$ cat config.mk
export PLATFORM = sky130hd
export DESIGN_NAME = alu_multicycle
export DESIGN_NICKNAME = d
export VERILOG_FILES = /design/src/rtl/alu_pkg.sv /design/src/rtl/muldiv_iter.sv /design/src/rtl/alu_multicycle.sv
export SDC_FILE = /design/constraint.sdc
export NUM_CORES = 1
export LEC_CHECK = 0
export ABC_AREA = 0
export ABC_CLOCK_PERIOD_IN_PS = 2950
export BUFFER_PORTS_ARGS = -buffer_cell sky130_fd_sc_hd__buf_2
export CORE_MARGIN = 5
export CORE_UTILIZATION = 35
export CTS_BUF_LIST = sky130_fd_sc_hd__clkbuf_16
export CTS_CLUSTER_DIAMETER = 60
export DETAILED_ROUTE_END_ITERATION = 8
export PLACE_DENSITY = 0.65
export SYNTH_ARGS = -nofsm -noshare
export SYNTH_HDL_FRONTEND = slang
export SYNTH_SLANG_ARGS = --single-unit
$ cat constraint.sdc
create_clock -name clk -period 2.95 [get_ports clk]
set_input_delay 0.295 -clock clk [delete_from_list [all_inputs] [get_ports clk]]
set_output_delay 0.295 -clock clk [all_outputs]
set_load 0.03 [all_outputs]
$ cat src/rtl/alu_pkg.sv
// rtl/alu_pkg.sv - opcode constants and FSM state encoding shared by the multicycle ALU
package alu_pkg;

    localparam logic [3:0] OP_AND   = 4'b0000;
    localparam logic [3:0] OP_OR    = 4'b0001;
    localparam logic [3:0] OP_ADD   = 4'b0010;
    localparam logic [3:0] OP_XOR   = 4'b0011;
    localparam logic [3:0] OP_LUI   = 4'b0100;
    localparam logic [3:0] OP_SUB   = 4'b0110;
    localparam logic [3:0] OP_SLT   = 4'b0111;
    localparam logic [3:0] OP_SLTU  = 4'b1000;
    localparam logic [3:0] OP_MULTU = 4'b1001;
    localparam logic [3:0] OP_DIVU  = 4'b1010;
    localparam logic [3:0] OP_NOR   = 4'b1100;
    localparam logic [3:0] OP_MFHI  = 4'b1101;
    localparam logic [3:0] OP_MFLO  = 4'b1110;

    typedef enum logic [1:0] {
        ST_IDLE = 2'd0,
        ST_MUL  = 2'd1,
        ST_DIV  = 2'd2,
        ST_FIN  = 2'd3
    } state_e;

    function automatic logic is_iterative(input logic [3:0] op);
        return (op == OP_MULTU) || (op == OP_DIVU);
    endfunction

endpackage

$ cat src/rtl/muldiv_iter.sv
// rtl/muldiv_iter.sv - one-bit-per-cycle shift-add multiplier / restoring divider
module muldiv_iter
    import alu_pkg::*;
#(
    parameter int WIDTH = 32
) (
    input  logic             clk,
    input  logic             rst_n,
    input  logic             load,
    input  logic [3:0]       op,
    input  logic [WIDTH-1:0] a,
    input  logic [WIDTH-1:0] b,
    input  logic             step,
    output logic [WIDTH-1:0] nxt_hi,
    output logic [WIDTH-1:0] nxt_lo,
    output logic             last
);

    localparam int CNT_W = $clog2(WIDTH) + 1;
    localparam logic [CNT_W-1:0] LAST_CNT = CNT_W'(WIDTH - 1);

    logic             div_mode;
    logic [WIDTH-1:0] acc;
    logic [WIDTH-1:0] q;
    logic [WIDTH-1:0] opb;
    logic [CNT_W-1:0] cnt;

    logic [WIDTH:0]   sum;
    logic [WIDTH:0]   shifted;
    logic [WIDTH:0]   diff;
    logic             ge;

    // {acc,q} is the product shift pair for MULTU and the remainder/quotient pair for DIVU;
    // a zero divisor naturally yields quotient all ones and remainder = dividend.
    always_comb begin
        sum     = {1'b0, acc} + (q[0] ? {1'b0, opb} : {(WIDTH+1){1'b0}});
        shifted = {acc, q[WIDTH-1]};
        diff    = shifted - {1'b0, opb};
        ge      = ~diff[WIDTH];
        if (div_mode) begin
            nxt_hi = ge ? diff[WIDTH-1:0] : shifted[WIDTH-1:0];
            nxt_lo = {q[WIDTH-2:0], ge};
        end else begin
            nxt_hi = sum[WIDTH:1];
            nxt_lo = {sum[0], q[WIDTH-1:1]};
        end
    end

    assign last = (cnt == LAST_CNT);

    always_ff @(posedge clk or negedge rst_n) begin
        if (!rst_n) begin
            div_mode <= 1'b0;
            acc      <= '0;
            q        <= '0;
            opb      <= '0;
            cnt      <= '0;
        end else if (load) begin
            div_mode <= (op == OP_DIVU);
            acc      <= '0;
            q        <= a;
            opb      <= b;
            cnt      <= '0;
        end else if (step) begin
            acc      <= nxt_hi;
            q        <= nxt_lo;
            cnt      <= cnt + CNT_W'(1);
        end
    end

endmodule

$ cat src/rtl/alu_multicycle.sv
// rtl/alu_multicycle.sv - multicycle ALU with single-cycle logic ops and iterative MULTU/DIVU
module alu_multicycle
    import alu_pkg::*;
#(
    parameter int WIDTH = 32
) (
    input  logic             clk,
    input  logic             rst_n,
    input  logic             start,
    input  logic [3:0]       ctrl,
    input  logic [WIDTH-1:0] rs,
    input  logic [WIDTH-1:0] rt,
    output logic             busy,
    output logic             done,
    output logic [WIDTH-1:0] result,
    output logic             zero,
    output logic [WIDTH-1:0] hi,
    output logic [WIDTH-1:0] lo
);

    state_e           state;
    state_e           state_nxt;
    logic             accept;
    logic             load_iter;
    logic             step_iter;
    logic             fin_iter;
    logic             iter_last;
    logic [WIDTH-1:0] iter_hi;
    logic [WIDTH-1:0] iter_lo;
    logic [WIDTH-1:0] alu_out;

    always_comb begin
        alu_out = '0;
        case (ctrl)
            OP_AND:  alu_out = rs & rt;
            OP_OR:   alu_out = rs | rt;
            OP_ADD:  alu_out = rs + rt;
            OP_XOR:  alu_out = rs ^ rt;
            OP_LUI:  alu_out = {rt[WIDTH/2-1:0], {(WIDTH/2){1'b0}}};
            OP_SUB:  alu_out = rs - rt;
            OP_SLT:  alu_out = {{(WIDTH-1){1'b0}}, ($signed(rs) < $signed(rt))};
            OP_SLTU: alu_out = {{(WIDTH-1){1'b0}}, (rs < rt)};
            OP_NOR:  alu_out = ~(rs | rt);
            OP_MFHI: alu_out = hi;
            OP_MFLO: alu_out = lo;
            default: alu_out = '0;
        endcase
    end

    // FIN doubles as an issue slot so a new op can follow a done pulse with no gap.
    always_comb begin
        state_nxt = state;
        accept    = 1'b0;
        step_iter = 1'b0;
        fin_iter  = 1'b0;
        busy      = (state != ST_IDLE);
        done      = (state == ST_FIN);
        case (state)
            ST_IDLE, ST_FIN: begin
                state_nxt = ST_IDLE;
                if (start) begin
                    accept = 1'b1;
                    if (ctrl == OP_MULTU)
                        state_nxt = ST_MUL;
                    else if (ctrl == OP_DIVU)
                        state_nxt = ST_DIV;
                    else
                        state_nxt = ST_FIN;
                end
            end
            ST_MUL, ST_DIV: begin
                step_iter = 1'b1;
                if (iter_last) begin
                    fin_iter  = 1'b1;
                    state_nxt = ST_FIN;
                end
            end
            default: state_nxt = ST_IDLE;
        endcase
    end

    assign load_iter = accept && is_iterative(ctrl);

    always_ff @(posedge clk or negedge rst_n) begin
        if (!rst_n)
            state <= ST_IDLE;
        else
            state <= state_nxt;
    end

    always_ff @(posedge clk or negedge rst_n) begin
        if (!rst_n) begin
            result <= '0;
            zero   <= 1'b1;
            hi     <= '0;
            lo     <= '0;
        end else if (fin_iter) begin
            hi     <= iter_hi;
            lo     <= iter_lo;
            result <= iter_lo;
            zero   <= (iter_lo == '0);
        end else if (accept && !is_iterative(ctrl)) begin
            result <= alu_out;
            zero   <= (alu_out == '0);
        end
    end

    muldiv_iter #(
        .WIDTH (WIDTH)
    ) u_muldiv_iter (
        .clk    (clk),
        .rst_n  (rst_n),
        .load   (load_iter),
        .op     (ctrl),
        .a      (rs),
        .b      (rt),
        .step   (step_iter),
        .nxt_hi (iter_hi),
        .nxt_lo (iter_lo),
        .last   (iter_last)
    );

endmodule

==> results of run 1 <==
## sequential cells by signal, indices dropped and copies added, names as in the netlist
register	count
state	2
hi	32
u_muldiv_iter.opb	32
zero	1
u_muldiv_iter.div_mode	1
u_muldiv_iter.q	32
u_muldiv_iter.acc	32
u_muldiv_iter.cnt	6
result	32
lo	32
## Yosys cell counts (29+ instances only)
master,n
nor3_1,39
a21oi_1,189
nor2_1,156
a22oi_1,35
a211oi_1,29
clkbuf_1,116
ha_1,166
xnor2_1,42
and2_1,42
o221ai_1,33
mux2i_1,58
nand2_1,356
dfrtp_1,201
nor2b_1,29
o21ai_0,217
a21o_1,35
inv_1,151
o211ai_1,44
nand3_1,51
## layer usage
metal  wire (um)  share of wire, %  vias up  global-route usage, %
met1       44000                44    11400                   46.0
li1            -                 -    10600                      -
met5          82             0.082        -                      0
met2       42400                43     1101                   47.9
met3        9740               9.8      173                   6.87
met4        3370               3.4       12                   8.38
## kinds of logic after synthesis
| group | synth area share [%] |
|---|---|
| xor+xnor | 2.87 |
| flops | 26.7 |
| compound gates | 29.2 |
| buf+inv | 6.27 |
| simple gates | 19.7 |
| fa+ha+maj | 11.4 |
| mux | 3.84 |
## metrics by stage
step	setup WS (ns)	utilization, %	area, sq um	hold slack, ns	cells
floorplan	-0.103	-	19300	-0.000591	2455
global placement	-1.45	48.6	26100	0.324	3906
detailed placement	-1.52	48.6	26100	0.333	3906
CTS	-0.546	51.5	27600	0.0205	3975
global route	-0.630	54.2	29100	0.0608	3999
finish	-0.515	54.2	29100	0.0524	4001
## tightest hold or removal path: cells and delay by family
family | cells | cell delay [ns]
AOI/OAI and AO/OA | 1 | 0.06
buffers and inverters | 2 | 0.21
and+or+nand+nor | 1 | 0.04
## timing repair
action | in CTS | in global routing
pin swaps | 24 | 111
cloned | 0 | 2
hold endpoints to repair | 77 | 0
setup buffers | 15 | 26
setup endpoints to repair | 76 | 80
hold buffers | 2 | 0
gates resized for setup | 99 | 274
## final timing paths
path                       slack (ns)                                end  cells after the start
max in group asynchronous        1.80  u_muldiv_iter.acc[14]$_DFFE_PN0P_                      3
min                              0.05  u_muldiv_iter.opb[19]$_DFFE_PN0P_                      4
max                             -0.52                 hi[15]$_DFFE_PN0P_                     17
min reg2reg                      0.52    u_muldiv_iter.q[15]$_DFFE_PN0P_                      2
min in group asynchronous        0.25   u_muldiv_iter.cnt[3]$_DFFE_PN0P_                      2
max reg2reg                     -0.52                 hi[15]$_DFFE_PN0P_                     17
## area by class of cell
cell class	instances	area share [%]
inverters	153	2.04
clock inverters	22	0.898
well taps	696	2.99
clock buffers	30	2.58
diodes	2	0.0172
multi-input cells	1949	50.0
repair buffers	947	24.1
flip-flops and latches	202	17.4
## power by group
group / total [mW] / switching, mW / internal, mW
sequential: 5.30 / 1.25 / 4.05
combinational: 20.4 / 11.3 / 9.12
clock: 3.73 / 1.50 / 2.23
total: 29.4 / 14.0 / 15.4
==> impl_metrics.json, run 1 <==
{
  "critPathMaxStageDelay_ns": 0.40,
  "cts_tree": "done",
  "grt_max_degree": 82,
  "syn_area_sq_um": 18900,
  "worst_pin_slew_ns": 0.839,
  "ys_top_cells_by_area": "dfrtp_1 27%, ha_1 11%, nand2_1 7.1%, o21ai_0 5.7%, a21oi_1 5.0%",
  "num_vias": 23300,
  "drv_cap": 0,
  "antenna_left": 0,
  "wl_mm": 99.5,
  "multiInputGateArea_sq_um": 14600,
  "power.density_nw_per_um2": 1010,
  "fmax_mhz": 289,
  "fillCellCount": 4931,
  "syn2layout_area_growth_pct": 53.9,
  "grt_pass1_vias": 22300,
  "drcViolationCount": 0,
  "yosysTopAreaCell": "dfrtp_1",
  "slew_headroom_pct": 43.9,
  "synth.distinct_cells": 96,
  "endpoint_kind": "flip-flop",
  "layout_commonest_cell": "buf_4",
  "period_needed_ns": 3.47,
  "numClockSinks": 202,
  "cts_buffers": 30,
  "hold_class": "in2reg",
  "ys_ff_latch": 202,
  "via_per_inst": 5.83,
  "grt-ovfl-total": 0,
  "crit_family": "compound AO/OA/AOI/OAI gates",
  "rsz0062_at_grt": "true",
  "synth_seq_area_share_pct": 26.7,
  "p_leak_nw": 14.1,
  "layout-drive-gt1-share_pct": 39.5,
  "start_kind": "flip-flop",
  "cts_buffer_depth": 3,
  "total_power_mw": 29.4,
  "vdd_drop_max_mv": 0.632,
  "final_max_slew_viol_count": 0,
  "synth_edf_count": 0,
  "seq_area_sq_um": 5060,
  "cts_max_level": 1,
  "critPathSlowestCell": "o41a_1",
  "crit_required_ns": 3.42,
  "path_max_fanout": 8,
  "startpoint": "u_muldiv_iter.q[31]$_DFFE_PN0P_",
  "setup_tns_ns": -27.01,
  "core_area_sq_um": 53700,
  "async_flop_share_pct": 100,
  "arrival_ns": 3.93,
  "grtUsageTotal_pct": 31.7,
  "hold_viol_final": 0,
  "die-area_sq_um": 58800,
  "die_y_um": 243,
  "syn_avg_cell_area_sq_um": 7.71,
  "critPathBufInv": 4,
  "finalWorstSetupSlack_ns": -0.515,
  "start_util_pct": 35.2,
  "finClkSkew_ns": 0.0173,
  "violations": "setup timing",
  "min_from": "rt[19]",
  "layout_common_cells": "749 x buf_4, 345 x nand2_1, 200 x dfrtp_1",
  "wl_per_cell_um": 24.9,
  "grt_pass1_wl_mm": 144,
  "synth_nets": 2696,
  "postSynthCellCount": 2455,
  "crit_chain": "inv_2 -> ha_4 -> fa_2 -> nor2b_2 -> o31a_1 -> o41a_1 -> o21a_2 -> o211ai_1 -> a32oi_2 -> xnor2_2 -> buf_12 -> buf_8 -> clkbuf_16 -> nor2_1 -> a21oi_2 -> a21oi_1 -> mux2_4",
  "synth_ff_type": "dfrtp_1",
  "io_pins": 170,
  "root_buffer": "clkbuf_16",
  "path_clk_slew_ns": 0.06,
  "crit_type": "reg2reg",
  "first_iter_violations": 2619,
  "drtPass1Iterations": 6,
  "status": "complete, but fails checks",
  "synth_warnings": 0,
  "antenna_found_initial": 8,
  "final_nets": 3524,
  "gp_congestion": 1.06,
  "worstReg2RegStart": "u_muldiv_iter.q[31]$_DFFE_PN0P_",
  "yosysTopAreaCellShare_pct": 26.6,
  "port_buffers": 169,
  "post-route-period-util_pct": 117,
  "dp_hpwl_mm": 79.3,
  "dieWidth_um": 243,
  "rows": 85,
  "clk_latency_ns": 0.59,
  "setup_viol": 68
}
Note: power is estimated with default switching activity, not from simulation.
==> run 2, diff against run 1 <==
- ABC_AREA: 0 -> 1
- PLACE_DENSITY: 0.65 -> 0.64
- SETUP_SLACK_MARGIN: not set -> 0.15
==> impl_metrics.json, run 2 <==
{
  "grtUsageTotal_pct": 30.8,
  "rsz0062_at_grt": "true",
  "num_vias": 24400,
  "worst_pin_slew_ns": 1.10,
  "whs_ns": 0.0419,
  "status": "finished clean",
  "setup_tns_ns": 0,
  "start_util_pct": 35.3,
  "cts_buffer_depth": 3,
  "path_max_fanout": 9,
  "start_kind": "flip-flop",
  "fillCellCount": 6162,
  "r2r_end": "hi[20]$_DFFE_PN0P_",
  "post-route-period-util_pct": 96.2,
  "layout_commonest_cell": "nand2_1",
  "p_leak_nw": 14.2,
  "syn_area_sq_um": 20300,
  "worstReg2RegStart": "u_muldiv_iter.q[31]$_DFFE_PN0P_",
  "synth_seq_area_share_pct": 24.9,
  "root_buffer": "clkbuf_16",
  "clk_latency_ns": 0.59,
  "dieWidth_um": 251,
  "arrival_ns": 3.30,
  "cts_max_level": 1,
  "grt_pass1_vias": 23300,
  "vdd_drop_max_mv": 0.776,
  "startpoint": "u_muldiv_iter.q[31]$_DFFE_PN0P_",
  "hold_viol_final": 0,
  "cts_buffers": 30,
  "synth_nets": 3511,
  "yosysTopAreaCellShare_pct": 24.8,
  "layout_common_cells": "1012 x nand2_1, 504 x inv_1, 416 x buf_4",
  "grt-ovfl-total": 0,
  "endpoint_kind": "flip-flop",
  "wl_per_cell_um": 22.4,
  "ys_top_cells_by_count": "1036 x nand2_1, 506 x inv_1, 271 x nor2_1",
  "drtPass1Iterations": 6,
  "numClockSinks": 202,
  "antenna_found_initial": 8,
  "final_nets": 4037,
  "layout-drive-gt1-share_pct": 21.5,
  "drcViolationCount": 0,
  "crit_type": "reg2reg",
  "port_buffers": 169,
  "whs_path_depth": 3,
  "drv_cap": 0,
  "path_clk_slew_ns": 0.06,
  "fmax_mhz": 352,
  "ys_ff_latch": 202,
  "synth_most_common_cell": "nand2_1",
  "rows": 88,
  "ys_top_cells_by_area": "dfrtp_1 25%, nand2_1 19%, ha_1 10%, inv_1 9.4%, o21ai_0 5.4%",
  "io_pins": 170,
  "crit_end": "hi[20]$_DFFE_PN0P_",
  "wl_mm": 103,
  "gp_congestion": 1.06,
  "grt_pass1_wl_mm": 147,
  "postSynthCellCount": 3270,
  "finClkSkew_ns": 0.0128,
  "synth_edf_count": 0,
  "setup_viol": 0,
  "die-area_sq_um": 63000,
  "via_per_inst": 5.33,
  "syn2layout_area_growth_pct": 30.9,
  "syn_avg_cell_area_sq_um": 6.21,
  "yosysTopAreaCell": "dfrtp_1",
  "power.density_nw_per_um2": 1080,
  "reg2reg_depth": 16,
  "fin_util_pct": 46.2,
  "async_flop_share_pct": 100,
  "post_layout_nonfiller_instances": 4584,
  "period_needed_ns": 2.84,
  "final_max_slew_viol_count": 0,
  "slew_headroom_pct": 26.7,
  "synth.distinct_cells": 56,
  "core_area_sq_um": 57600,
  "antenna_left": 0,
  "die_y_um": 251,
  "hold_class": "in2reg",
  "cts_tree": "done",
  "first_iter_violations": 2633,
  "dp.cells": 4515,
  "grt_max_degree": 80,
  "dp_hpwl_mm": 83.6,
  "reg2reg_slack_ns": 0.11,
  "synth_ff_type": "dfrtp_1",
  "synth_warnings": 0,
  "crit_required_ns": 3.42
}
run 2: cells by family (layout without fill, tap and decap cells):
kind of cell | Yosys count | in the layout | share of synthesized area (%)
AND/OR/NAND/NOR | 1652 | 1653 | 33.4
buffers and inverters | 622 | 1169 | 12.1
AO/OA/AOI/OAI | 584 | 584 | 17.2
flip-flops | 202 | 202 | 24.9
adder cells (fa/ha/maj) | 170 | 170 | 10.6
XOR/XNOR | 38 | 38 | 1.64
multiplexers | 2 | 2 | 0.0986
other | 0 | 1 | 0
run 2: layer usage:
metal / track usage (%) / vias to the layer above / share of wire [%]
met1: 41.4 / 11400 / 41
met3: 6.20 / 225 / 10
met5: 0 / - / 0.056
met2: 48.3 / 1198 / 44
met4: 13.0 / 8 / 5.1
li1: - / 11600 / -
run 2: timing repair:
item                                    CTS  global route
pin swaps                                 4            35
gates resized for setup                  13           132
endpoints found under the hold margin    73             0
gates cloned                              0             3
buffers inserted                          3             7
endpoints found under the setup margin   68            90
hold buffers                              1             0
run 2: per-stage QoR:
step / area [sq um] / worst slack (ns) / power [mW]
6_report: 26600 / 0.111 / 28.7
5_1_grt: 26600 / -0.00610 / 30.6
4_1_cts: 26000 / 0.137 / 26.9
3_5_place_dp: 25000 / -0.450 / 23.3
3_3_place_gp: 25000 / -0.495 / 23.1
2_1_floorplan: 20300 / 0.154 / 16.6
run 2: worst min-delay path by stage:
stage                     startpoint                                to  slack (ns)
after floorplan                rst_n                 hi[0]$_DFFE_PN0P_     -0.0006
after global placement         rst_n  u_muldiv_iter.cnt[2]$_DFFE_PN0P_        0.33
after detailed placement       rst_n  u_muldiv_iter.cnt[2]$_DFFE_PN0P_        0.34
after CTS                     rs[19]   u_muldiv_iter.q[19]$_DFFE_PN0P_        0.02
after global routing          rs[19]   u_muldiv_iter.q[19]$_DFFE_PN0P_        0.04
final                         rs[19]   u_muldiv_iter.q[19]$_DFFE_PN0P_        0.04
run 2: critical path, cell delays in order, from the launching register on:
cell and delay, ns:
dfrtp_2 0.42, inv_4 0.06, ha_4 0.16, fa_2 0.37, o21ai_4 0.20, a21oi_4 0.09, o21bai_4 0.14, nand2_2 0.10
nand2_4 0.10, nand3_4 0.09, nand3_2 0.10, nand2_4 0.10, clkbuf_16 0.19, o211ai_1 0.24, nand2_1 0.14, nand2_1 0.11
o21ai_1 0.08
run 2: cell type report:
| cell class | instances | area (sq um) | area share [%] |
|---|---|---|---|
| Antenna cell | 1 | 2.50 | 0.00941 |
| Timing Repair Buffer | 608 | 4380 | 16.5 |
| Clock inverter | 23 | 156 | 0.588 |
| Inverter | 507 | 1910 | 7.17 |
| Clock buffer | 31 | 776 | 2.92 |
| Sequential cell | 202 | 5060 | 19.0 |
| Multi-Input combinational cell | 2447 | 13300 | 50.2 |
| Tap cell | 765 | 957 | 3.60 |
run 2: power breakdown:
part	internal, mW	total [mW]	leakage [nW]	switching, mW
clock	1.93	3.43	0.465	1.50
combinational	7.09	19.7	11.3	12.6
sequential	4.18	5.62	2.50	1.44
total	13.2	28.7	14.2	15.5
